File: config.mk
export PLATFORM = sky130hd
export DESIGN_NAME = sr_flop_bank
export DESIGN_NICKNAME = d
export VERILOG_FILES = /design/src/rtl/sr_flop_bank.sv
export SDC_FILE = /design/constraint.sdc
export NUM_CORES = 1
export LEC_CHECK = 0
export ABC_AREA = 1
export CORE_MARGIN = 2
export CORE_UTILIZATION = 51
export DETAILED_ROUTE_END_ITERATION = 16
export PLACE_DENSITY = 0.91
export RECOVER_POWER = 50
export SLEW_MARGIN = 20
export SYNTH_ARGS = -nofsm -noshare
export SYNTH_HDL_FRONTEND = slang
export SYNTH_SLANG_ARGS = --single-unit
File: constraint.sdc
create_clock -name clk -period 2.3 [get_ports clk]
set_input_delay 0.575 -clock clk [delete_from_list [all_inputs] [get_ports clk]]
set_output_delay 0.575 -clock clk [all_outputs]
set_load 0.02 [all_outputs]
File: src/rtl/sr_flop_bank.sv
// Bank of independent SR flops with active-low set/reset requests, optional input
// synchronizers, configurable both-asserted resolution, edge pulses and conflict status.
module sr_flop_bank #(
  parameter int WIDTH         = 4,
  parameter int SYNC_STAGES   = 2,
  parameter int CONFLICT_MODE = 0,
  parameter int CNT_W         = 8
) (
  input  logic             clk,
  input  logic             rst_n,
  input  logic [WIDTH-1:0] sbar,
  input  logic [WIDTH-1:0] rbar,
  input  logic             clr_status,
  output logic [WIDTH-1:0] q,
  output logic [WIDTH-1:0] qbar,
  output logic [WIDTH-1:0] q_rise,
  output logic [WIDTH-1:0] q_fall,
  output logic [WIDTH-1:0] conflict_sticky,
  output logic [CNT_W-1:0] conflict_cnt
);

  // A zero-stage build still declares one stage so the arrays stay legal; it is bypassed.
  localparam int SYNC_N = (SYNC_STAGES == 0) ? 1 : SYNC_STAGES;
  localparam logic [CNT_W-1:0] CNT_MAX = '1;

  logic [WIDTH-1:0] sbar_sync_q [SYNC_N];
  logic [WIDTH-1:0] sbar_sync_d [SYNC_N];
  logic [WIDTH-1:0] rbar_sync_q [SYNC_N];
  logic [WIDTH-1:0] rbar_sync_d [SYNC_N];

  logic [WIDTH-1:0] q_q, q_d;
  logic [WIDTH-1:0] q_rise_q, q_rise_d;
  logic [WIDTH-1:0] q_fall_q, q_fall_d;
  logic [WIDTH-1:0] conflict_sticky_q, conflict_sticky_d;
  logic [CNT_W-1:0] conflict_cnt_q, conflict_cnt_d;

  logic [WIDTH-1:0] set_act;
  logic [WIDTH-1:0] rst_act;
  logic [WIDTH-1:0] conflict;

  always_comb begin
    sbar_sync_d[0] = sbar;
    rbar_sync_d[0] = rbar;
    for (int k = 1; k < SYNC_N; k++) begin
      sbar_sync_d[k] = sbar_sync_q[k-1];
      rbar_sync_d[k] = rbar_sync_q[k-1];
    end
  end

  always_comb begin
    set_act  = ~((SYNC_STAGES == 0) ? sbar : sbar_sync_q[SYNC_N-1]);
    rst_act  = ~((SYNC_STAGES == 0) ? rbar : rbar_sync_q[SYNC_N-1]);
    conflict = set_act & rst_act;
  end

  always_comb begin
    q_d = q_q;
    for (int i = 0; i < WIDTH; i++) begin
      if (set_act[i] && !rst_act[i]) begin
        q_d[i] = 1'b1;
      end else if (rst_act[i] && !set_act[i]) begin
        q_d[i] = 1'b0;
      end else if (conflict[i]) begin
        case (CONFLICT_MODE)
          1:       q_d[i] = 1'b1;
          2:       q_d[i] = 1'b0;
          3:       q_d[i] = ~q_q[i];
          default: q_d[i] = q_q[i];
        endcase
      end
    end
    q_rise_d = q_d & ~q_q;
    q_fall_d = ~q_d & q_q;
  end

  // A clear coinciding with a new conflict restarts the status from that conflict.
  always_comb begin
    conflict_sticky_d = conflict_sticky_q | conflict;
    conflict_cnt_d    = conflict_cnt_q;
    if (clr_status) begin
      conflict_sticky_d = conflict;
      conflict_cnt_d    = (|conflict) ? CNT_W'(1) : '0;
    end else if ((|conflict) && (conflict_cnt_q != CNT_MAX)) begin
      conflict_cnt_d = conflict_cnt_q + CNT_W'(1);
    end
  end

  always_ff @(posedge clk or negedge rst_n) begin
    if (!rst_n) begin
      for (int k = 0; k < SYNC_N; k++) begin
        sbar_sync_q[k] <= '1;
        rbar_sync_q[k] <= '1;
      end
      q_q               <= '0;
      q_rise_q          <= '0;
      q_fall_q          <= '0;
      conflict_sticky_q <= '0;
      conflict_cnt_q    <= '0;
    end else begin
      for (int k = 0; k < SYNC_N; k++) begin
        sbar_sync_q[k] <= sbar_sync_d[k];
        rbar_sync_q[k] <= rbar_sync_d[k];
      end
      q_q               <= q_d;
      q_rise_q          <= q_rise_d;
      q_fall_q          <= q_fall_d;
      conflict_sticky_q <= conflict_sticky_d;
      conflict_cnt_q    <= conflict_cnt_d;
    end
  end

  assign q               = q_q;
  assign qbar            = ~q_q;
  assign q_rise          = q_rise_q;
  assign q_fall          = q_fall_q;
  assign conflict_sticky = conflict_sticky_q;
  assign conflict_cnt    = conflict_cnt_q;

endmodule

Yosys cells after proc, flatten, opt, wreduce, memory -nomap -nowiden --
Cells that the tools add are included.
Operators by class: add/subtract/negate cells 1, multiply operators 0, divide/modulo/power cells 0, order comparisons 0, eq/ne operators 1, shift operators 0, muxes and demuxes 12, bitwise operators 8, reductions and logical operators 19
Operators by type and width (number):
- 8-bit 2-to-1 mux | 2
- 4-bit NOT | 4
- 4-bit bitwise AND | 3
- 1-bit logical AND | 9
- 1-bit 2-to-1 mux | 9
- 8-bit by 1-bit adder with 8-bit output, second input constant | 1
- 1-bit zero test | 8
- 8-bit != test, second input constant | 1
- 4-bit 2-to-1 mux | 1
- 4-bit OR | 1
- 4-bit OR reduction | 1
- 2-bit nonzero test | 1
Storage, ports and cells: register bits 40, latch bits 0, RAM bits 0, ROM bits 0, input port bits 11, output and inout bits 28, word-level logic and storage cells 50, memories kept 0

Logic depth before layout (Yosys ltp) --
Gate-level depths: netlist (run 1).
depth in word-level cells 7, depth in mapped cells 8, gate-level depth less buffers 8

Worst setup path before layout (run 1) --
No wires, ideal clock.
path type reg2reg, from register conflict_cnt_q[1], in the netlist conflict_cnt[1], to register conflict_cnt_q[3], in the netlist conflict_cnt[3], setup time 0.117 ns, arrival time 1.228 ns, slack 0.954 ns, stages on the path, launching flop included 9, buffers on the path 0, clock period less this slack 1.346 ns, cell sequence dfrtp_1 ha_1 nand2_1 inv_2 nand3_4 nand2_8 nand2_4 nand2_1 nand2_1
On the way: cells in the longest elaborated chain, start to end 3, elaborated cells between the ends (all ways) 6, those cells by class add/sub: 1; eq/ne: 1; mux: 2; reduce/logical: 2
RTL lines:
- from (decl) | RTL line 35 | logic [CNT_W-1:0] conflict_cnt_q, conflict_cnt_d;
- from (signal assigned) | RTL line 108 | conflict_cnt_q <= conflict_cnt_d;
- 8-bit by 1-bit adder with 8-bit output or 8-bit != test (tied branches) | RTL line 84, 83
- 8-bit 2-to-1 mux or 1-bit logical AND (tied branches) | RTL line 83 | end else if ((|conflict) && (conflict_cnt_q != CNT_MAX)) begin
- 8-bit 2-to-1 mux or 2-bit nonzero test (tied branches)
Parallel ways exist; a longest one is shown, timed or not. The select of a mux whose other input is x is not followed. A chain may end at the register's enable or synchronous reset.

Worst setup path after layout (run 1) --
from register q_q[2], in the netlist q[2], to output qbar[2]
On the way: cells in the longest elaborated chain, start to end 1
RTL lines:
- from (decl) | RTL line 31 | logic [WIDTH-1:0] q_q, q_d;
- from (signal assigned) | RTL line 104 | q_q <= q_d;
- 4-bit NOT | RTL line 113 | assign qbar = ~q_q;
- to (decl) | RTL line 15 | output logic [WIDTH-1:0] qbar,
Every way passes these cells.

==> impl_metrics.yaml, run 1 <==
power:
  power_leakage_nw: 0.959
  total_power_w: 0.00142
  ir_drop_uv: 508
  power.density_nw_per_um2: 694
clocking:
  ctsResizeCount: 0
  htreeDepth: 2
  clkSinkCount: 40
  clk_latency_ps: 330
  cts_made_buffers: 5
  post_cts_buffers: 0
  clk_pin_slew_ps: 100
  cts_root_buffer: "clkbuf_4"
  cts_tree: "yes"
  cts.path.max_buffers: 2
  ctsHoldBuffers: 0
timing:
  finClkSkew_ps: 6.31
  setup_tns_ps: 0
  hold_viol: 0
  finalCritPeriodShare_pct: 88.8
  rsz0062_at_grt: "false"
  setup-violations-final: 0
  slew_viol_final: 41
  worst-slew-pin-transition_ps: 1930
  finalCriticalPeriod_ps: 2040
  timing.fmax_ghz: 0.490
  relSlewSlack_pct: -28.8
min_path:
  min_to: "rbar_sync_q[2]"
  hold_class: "reg -> reg"
  hp-start: "rbar_sync_d[2]"
  worstHoldPathCells: 0
route:
  wirelength_um: 2570
  dr_total_vias: 1196
  antenna_left: 0
  viasPerCell: 5.09
  routedWlPerCell_um: 10.9
  drc: 0
  drt-initial-drc-count: 61
  first_pass_iters: 4
final_layout:
  fin_nets: 213
  fill_cells: 223
  final_area_um2: 2050
  layout-drive-gt1-share_pct: 14.9
  antenna_cells: 0
  syn_to_final_growth_pct: 30.7
die:
  die_x_um: 59.5
  rows: 20
  core_um2: 2980
  io_pins: 39
  dieHeight_um: 59.5
  die_area_um2: 3540
  start_util_pct: 52.7
global_routing:
  first_global_vias: 1064
  grt_pass1_wl_um: 4420
  grt_overflow: 0
  antenna_found_initial: 0
  track_usage_pct: 17.0
  grt_max_degree: 41
setup_path:
  crit_start: "q[2]"
  worstSetupStartpointType: "register"
  max_stage_delay_ps: 610
  critPathSlowestCell: "clkdlybuf4s50_1"
  worstPathCellList: "inv_1 > clkdlybuf4s50_1"
  rr_startpoint: "conflict_cnt[1]"
  critPathArrivalTime_ps: 1470
  path_buf_inv: 2
  cp.required_ps: 1730
  worstSetupPathType: "reg -> out"
  reg2reg_to: "conflict_cnt[0]"
  reg2reg_depth: 8
  crit_fanout: 5
  r2r_slack_ps: 950
  cp_top_family: "buffers and inverters"
  endpoint_kind: "output port"
placement:
  dp_hpwl_um: 1890
  place_area_um2: 1980
  io_buffers: 38
  gp_congestion: 0.903
run:
  drv_cap: 1
yosys:
  syn_inst: 157
  syn_avg_cell_area_um2: 9.99
  synth.net_count: 169
  synth_cell_type_count: 21
  ys_warn_count: 0
  ys_ff_latch: 40
  netlist_area_um2: 1570
  synth_seq_area_share_pct: 65.1
run_status:
  violations: "max-capacitance violations, max-slew violations"
  status: "finished with violations"
==> where the power goes <==
group | switching, W | total [W] | internal [W]
sequential | 0.0000400 | 0.000799 | 0.000759
clock | 0.000209 | 0.000393 | 0.000184
combinational | 0.000126 | 0.000230 | 0.000104
total | 0.000375 | 0.00142 | 0.00105
==> per-stage QoR <==
step | hold slack, ps | instances | util (%) | setup WS [ps]
final | 361 | 235 | 68.9 | 258
after global routing | 365 | 235 | 68.9 | 88.9
after CTS | 347 | 235 | 68.9 | 224
after detailed placement | 347 | 227 | 66.5 | 556
after global placement | 345 | 227 | 66.5 | 585
after floorplan | 279 | 157 | - | 954
==> cell families after synthesis <==
kind of cell / count (synthesis) / synth area share (%)
compound gates: 13 / 4.31
buf+inv: 20 / 4.86
fa+ha+maj: 1 / 0.797
simple gates: 83 / 25.0
flops: 40 / 65.1
==> per-layer routing <==
| layer | up-vias | track usage [%] | routed length (µm) |
|---|---|---|---|
| met4 | 0 | 5.84 | 10 |
| li1 | 580 | - | - |
| met5 | - | 0 | 0 |
| met3 | 2 | 6.77 | 157 |
| met1 | 570 | 20.1 | 1110 |
| met2 | 44 | 28.3 | 1290 |
==> worst max-delay path by stage <==
stage / to / slack [ps] / cells after the start
2_1_floorplan: conflict_cnt[3] / 950 / 8
3_3_place_gp: conflict_cnt[5] / 590 / 6
3_5_place_dp: conflict_cnt[5] / 560 / 6
4_1_cts: qbar[2] / 220 / 2
5_1_grt: conflict_cnt[2] / 90 / 1
6_report: qbar[2] / 260 / 2
==> area by class of cell <==
cell class	instances	area (µm²)	area share [%]
Sequential cell	40	1020	49.8
Multi-Input combinational cell	97	472	23.0
Timing Repair Buffer	38	374	18.2
Inverter	19	71.3	3.48
Clock buffer	7	66.3	3.23
Tap cell	33	41.3	2.01
Clock inverter	1	5.00	0.244
==> cells in the final DEF, fill, tap and decap left out, drive strengths merged <==
| master | n |
|---|---|
| a21oi | 6 |
| clkbuf | 8 |
| clkdlybuf4s50 | 29 |
| clkinv | 1 |
| dfrtp | 24 |
| dfstp | 16 |
| dlygate4sd3 | 8 |
| ha | 1 |
| inv | 19 |
| nand2 | 41 |
| nand3 | 14 |
| nand4 | 1 |
| nor2 | 22 |
| nor3 | 4 |
| nor3b | 1 |
| o21ai | 6 |
| o21bai | 1 |
==> cells in the mapped netlist <==
cell type / instances / area share, %
a21oi_1: 6 / 1.9
buf_2: 1 / 0.32
dfrtp_1: 24 / 38
dfstp_2: 16 / 27
ha_1: 1 / 0.80
inv_1: 16 / 3.8
inv_2: 3 / 0.72
nand2_1: 37 / 8.9
nand2_2: 2 / 0.80
nand2_4: 1 / 0.72
nand2_8: 1 / 1.3
nand3_1: 13 / 4.1
nand3_4: 1 / 1.1
nand4_1: 1 / 0.40
nor2_1: 20 / 4.8
nor2_2: 1 / 0.40
nor2_4: 1 / 0.72
nor3_1: 4 / 1.3
nor3b_1: 1 / 0.48
o21ai_0: 6 / 1.9
o21bai_1: 1 / 0.48
==> state kept, by name (all words and copies together), names as in the netlist <==
| signal | cells |
|---|---|
| conflict_cnt | 8 |
| conflict_sticky | 4 |
| q | 4 |
| q_fall | 4 |
| q_rise | 4 |
| rbar_sync_d | 4 |
| rbar_sync_q | 4 |
| sbar_sync_d | 4 |
| sbar_sync_q | 4 |
Note: power is estimated with default switching activity, not from simulation.
==> inputs of run 2 (changes only) <==
- CORE_ASPECT_RATIO: unset -> 1.5
==> run 2 against run 1 <==
The flow now finishes without violations. Via count up 5.2%. Register-to-register slack got worse by 100 ps. Die area grew 0.25%. Sequential share of layout area shrank 0.45 points. Cell count is 2.6% higher. Clock-buffer cell count unchanged. Clock skew rose by 5.6 ps. Global-route usage up 2.1 points.
==> impl_metrics.yaml, run 2 (same netlist as run 1, synthesis figures left out) <==
die:
  core_um2: 2910
  start_util_pct: 53.9
  die_area_um2: 3550
  io_pins: 39
  die_x_um: 49.3
  rows: 24
  dieHeight_um: 71.9
timing:
  timing.fmax_ghz: 0.498
  finClkSkew_ps: 11.9
  setup_tns_ps: 0
  slew_viol_final: 0
  setup-violations-final: 0
  worst-slew-pin-transition_ps: 918
  finalCriticalPeriod_ps: 2010
  hold_slack_ps: 353
  hold_viol: 0
  rsz0062_at_grt: "false"
  relSlewSlack_pct: 38.8
  finalCritPeriodShare_pct: 87.3
clocking:
  clk_pin_slew_ps: 70
  ctsHoldBuffers: 0
  post_cts_buffers: 0
  htreeDepth: 2
  clkSinkCount: 40
  cts.path.max_buffers: 2
  cts_tree: "yes"
  clk_latency_ps: 280
  ctsResizeCount: 0
  cts_root_buffer: "clkbuf_8"
  cts_made_buffers: 5
setup_path:
  worstSetupPathType: "reg -> out"
  reg2reg_depth: 8
  path_buf_inv: 1
  crit_fanout: 6
  cp.required_ps: 1730
  endpoint_kind: "output port"
  critPathSlowestCell: "clkdlybuf4s50_1"
  max_stage_delay_ps: 660
  worstPathCellList: "clkdlybuf4s50_1"
  worst-path-stages: 1
  cp_top_family: "buffers and inverters"
  critPathArrivalTime_ps: 1430
  worstSetupStartpointType: "register"
route:
  routedWlPerCell_um: 12.5
  drt-initial-drc-count: 39
  first_pass_iters: 5
  wirelength_um: 3000
  dr_total_vias: 1258
  antenna_left: 0
  drc: 0
  viasPerCell: 5.22
placement:
  dp_hpwl_um: 2310
  io_buffers: 38
  gp_congestion: 0.839
final_layout:
  layout-drive-gt1-share_pct: 14.4
  fin_nets: 213
  final_util_pct: 71.0
  final_common_cell: "nand2_1"
  antenna_cells: 0
  syn_to_final_growth_pct: 31.9
  largest_register_ffs: 8
  final_cell_mix: "nand2_1 (37), clkdlybuf4s50_1 (29), dfrtp_1 (24), nor2_1 (20), inv_1 (16)"
power:
  ir_drop_uv: 589
  power_leakage_nw: 0.963
  power.density_nw_per_um2: 704
min_path:
  worstHoldPathCells: 0
  hold_class: "reg -> reg"
global_routing:
  first_global_vias: 1306
  track_usage_pct: 19.1
  antenna_found_initial: 0
  grt_overflow: 0
  grt_max_degree: 41
  grt_pass1_wl_um: 5200
run:
  drv_cap: 0
run_status:
  status: "finished clean"
## run 2: cell types whose count changed in the layout (fill, tap and decap cells not counted)
cell / delta
clkbuf_16: -1
clkbuf_8: +5
clkbuf_2: +1
dfstp_2: -1
clkbuf_4: -5
dfstp_1: +1
## run 2: metal layers
metal	global-route usage, %	share of wire [%]	up-vias
li1	-	-	579
met5	0	0	-
met3	5.14	8.3	15
met1	20.0	35	580
met2	34.8	54	84
met4	9.52	3.0	0
## run 2: stage by stage
| step | setup slack, ps | area, µm² | instances | total power (W) |
|---|---|---|---|---|
| floorplan | 954 | 1570 | 157 | 0.000921 |
| global placement | 598 | 1990 | 233 | 0.00104 |
| detailed placement | 538 | 1990 | 233 | 0.00106 |
| CTS | 300 | 2070 | 241 | 0.00148 |
| global route | 260 | 2070 | 241 | 0.00153 |
| finish | 292 | 2070 | 241 | 0.00146 |
## run 2: power breakdown
group | leakage, nW | switching [W] | internal, W
Sequential | 0.477 | 0.0000436 | 0.000760
Clock | 0.0422 | 0.000207 | 0.000212
Combinational | 0.444 | 0.000131 | 0.000105
Total | 0.963 | 0.000381 | 0.00108
## run 2: cell type report
type,instances,area [µm²]
clock buffer,7,76.3
clock inverter,1,5.00
fill,221,843
inverter,19,71.3
multi-input combinational,97,472
sequential,40,1020
tap,39,48.8
timing repair buffer,38,375
## run 2: final timing paths
path | start | to | slack [ps]
max | conflict_cnt[3] | conflict_cnt[3] | 290
min | sbar_sync_d[1] | sbar_sync_q[1] | 350
max reg2reg | conflict_cnt[0] | conflict_cnt[2] | 850
min reg2reg | sbar_sync_d[1] | sbar_sync_q[1] | 350
max in group asynchronous | rst_n | q[0] | 1320
min in group asynchronous | rst_n | conflict_sticky[0] | 410
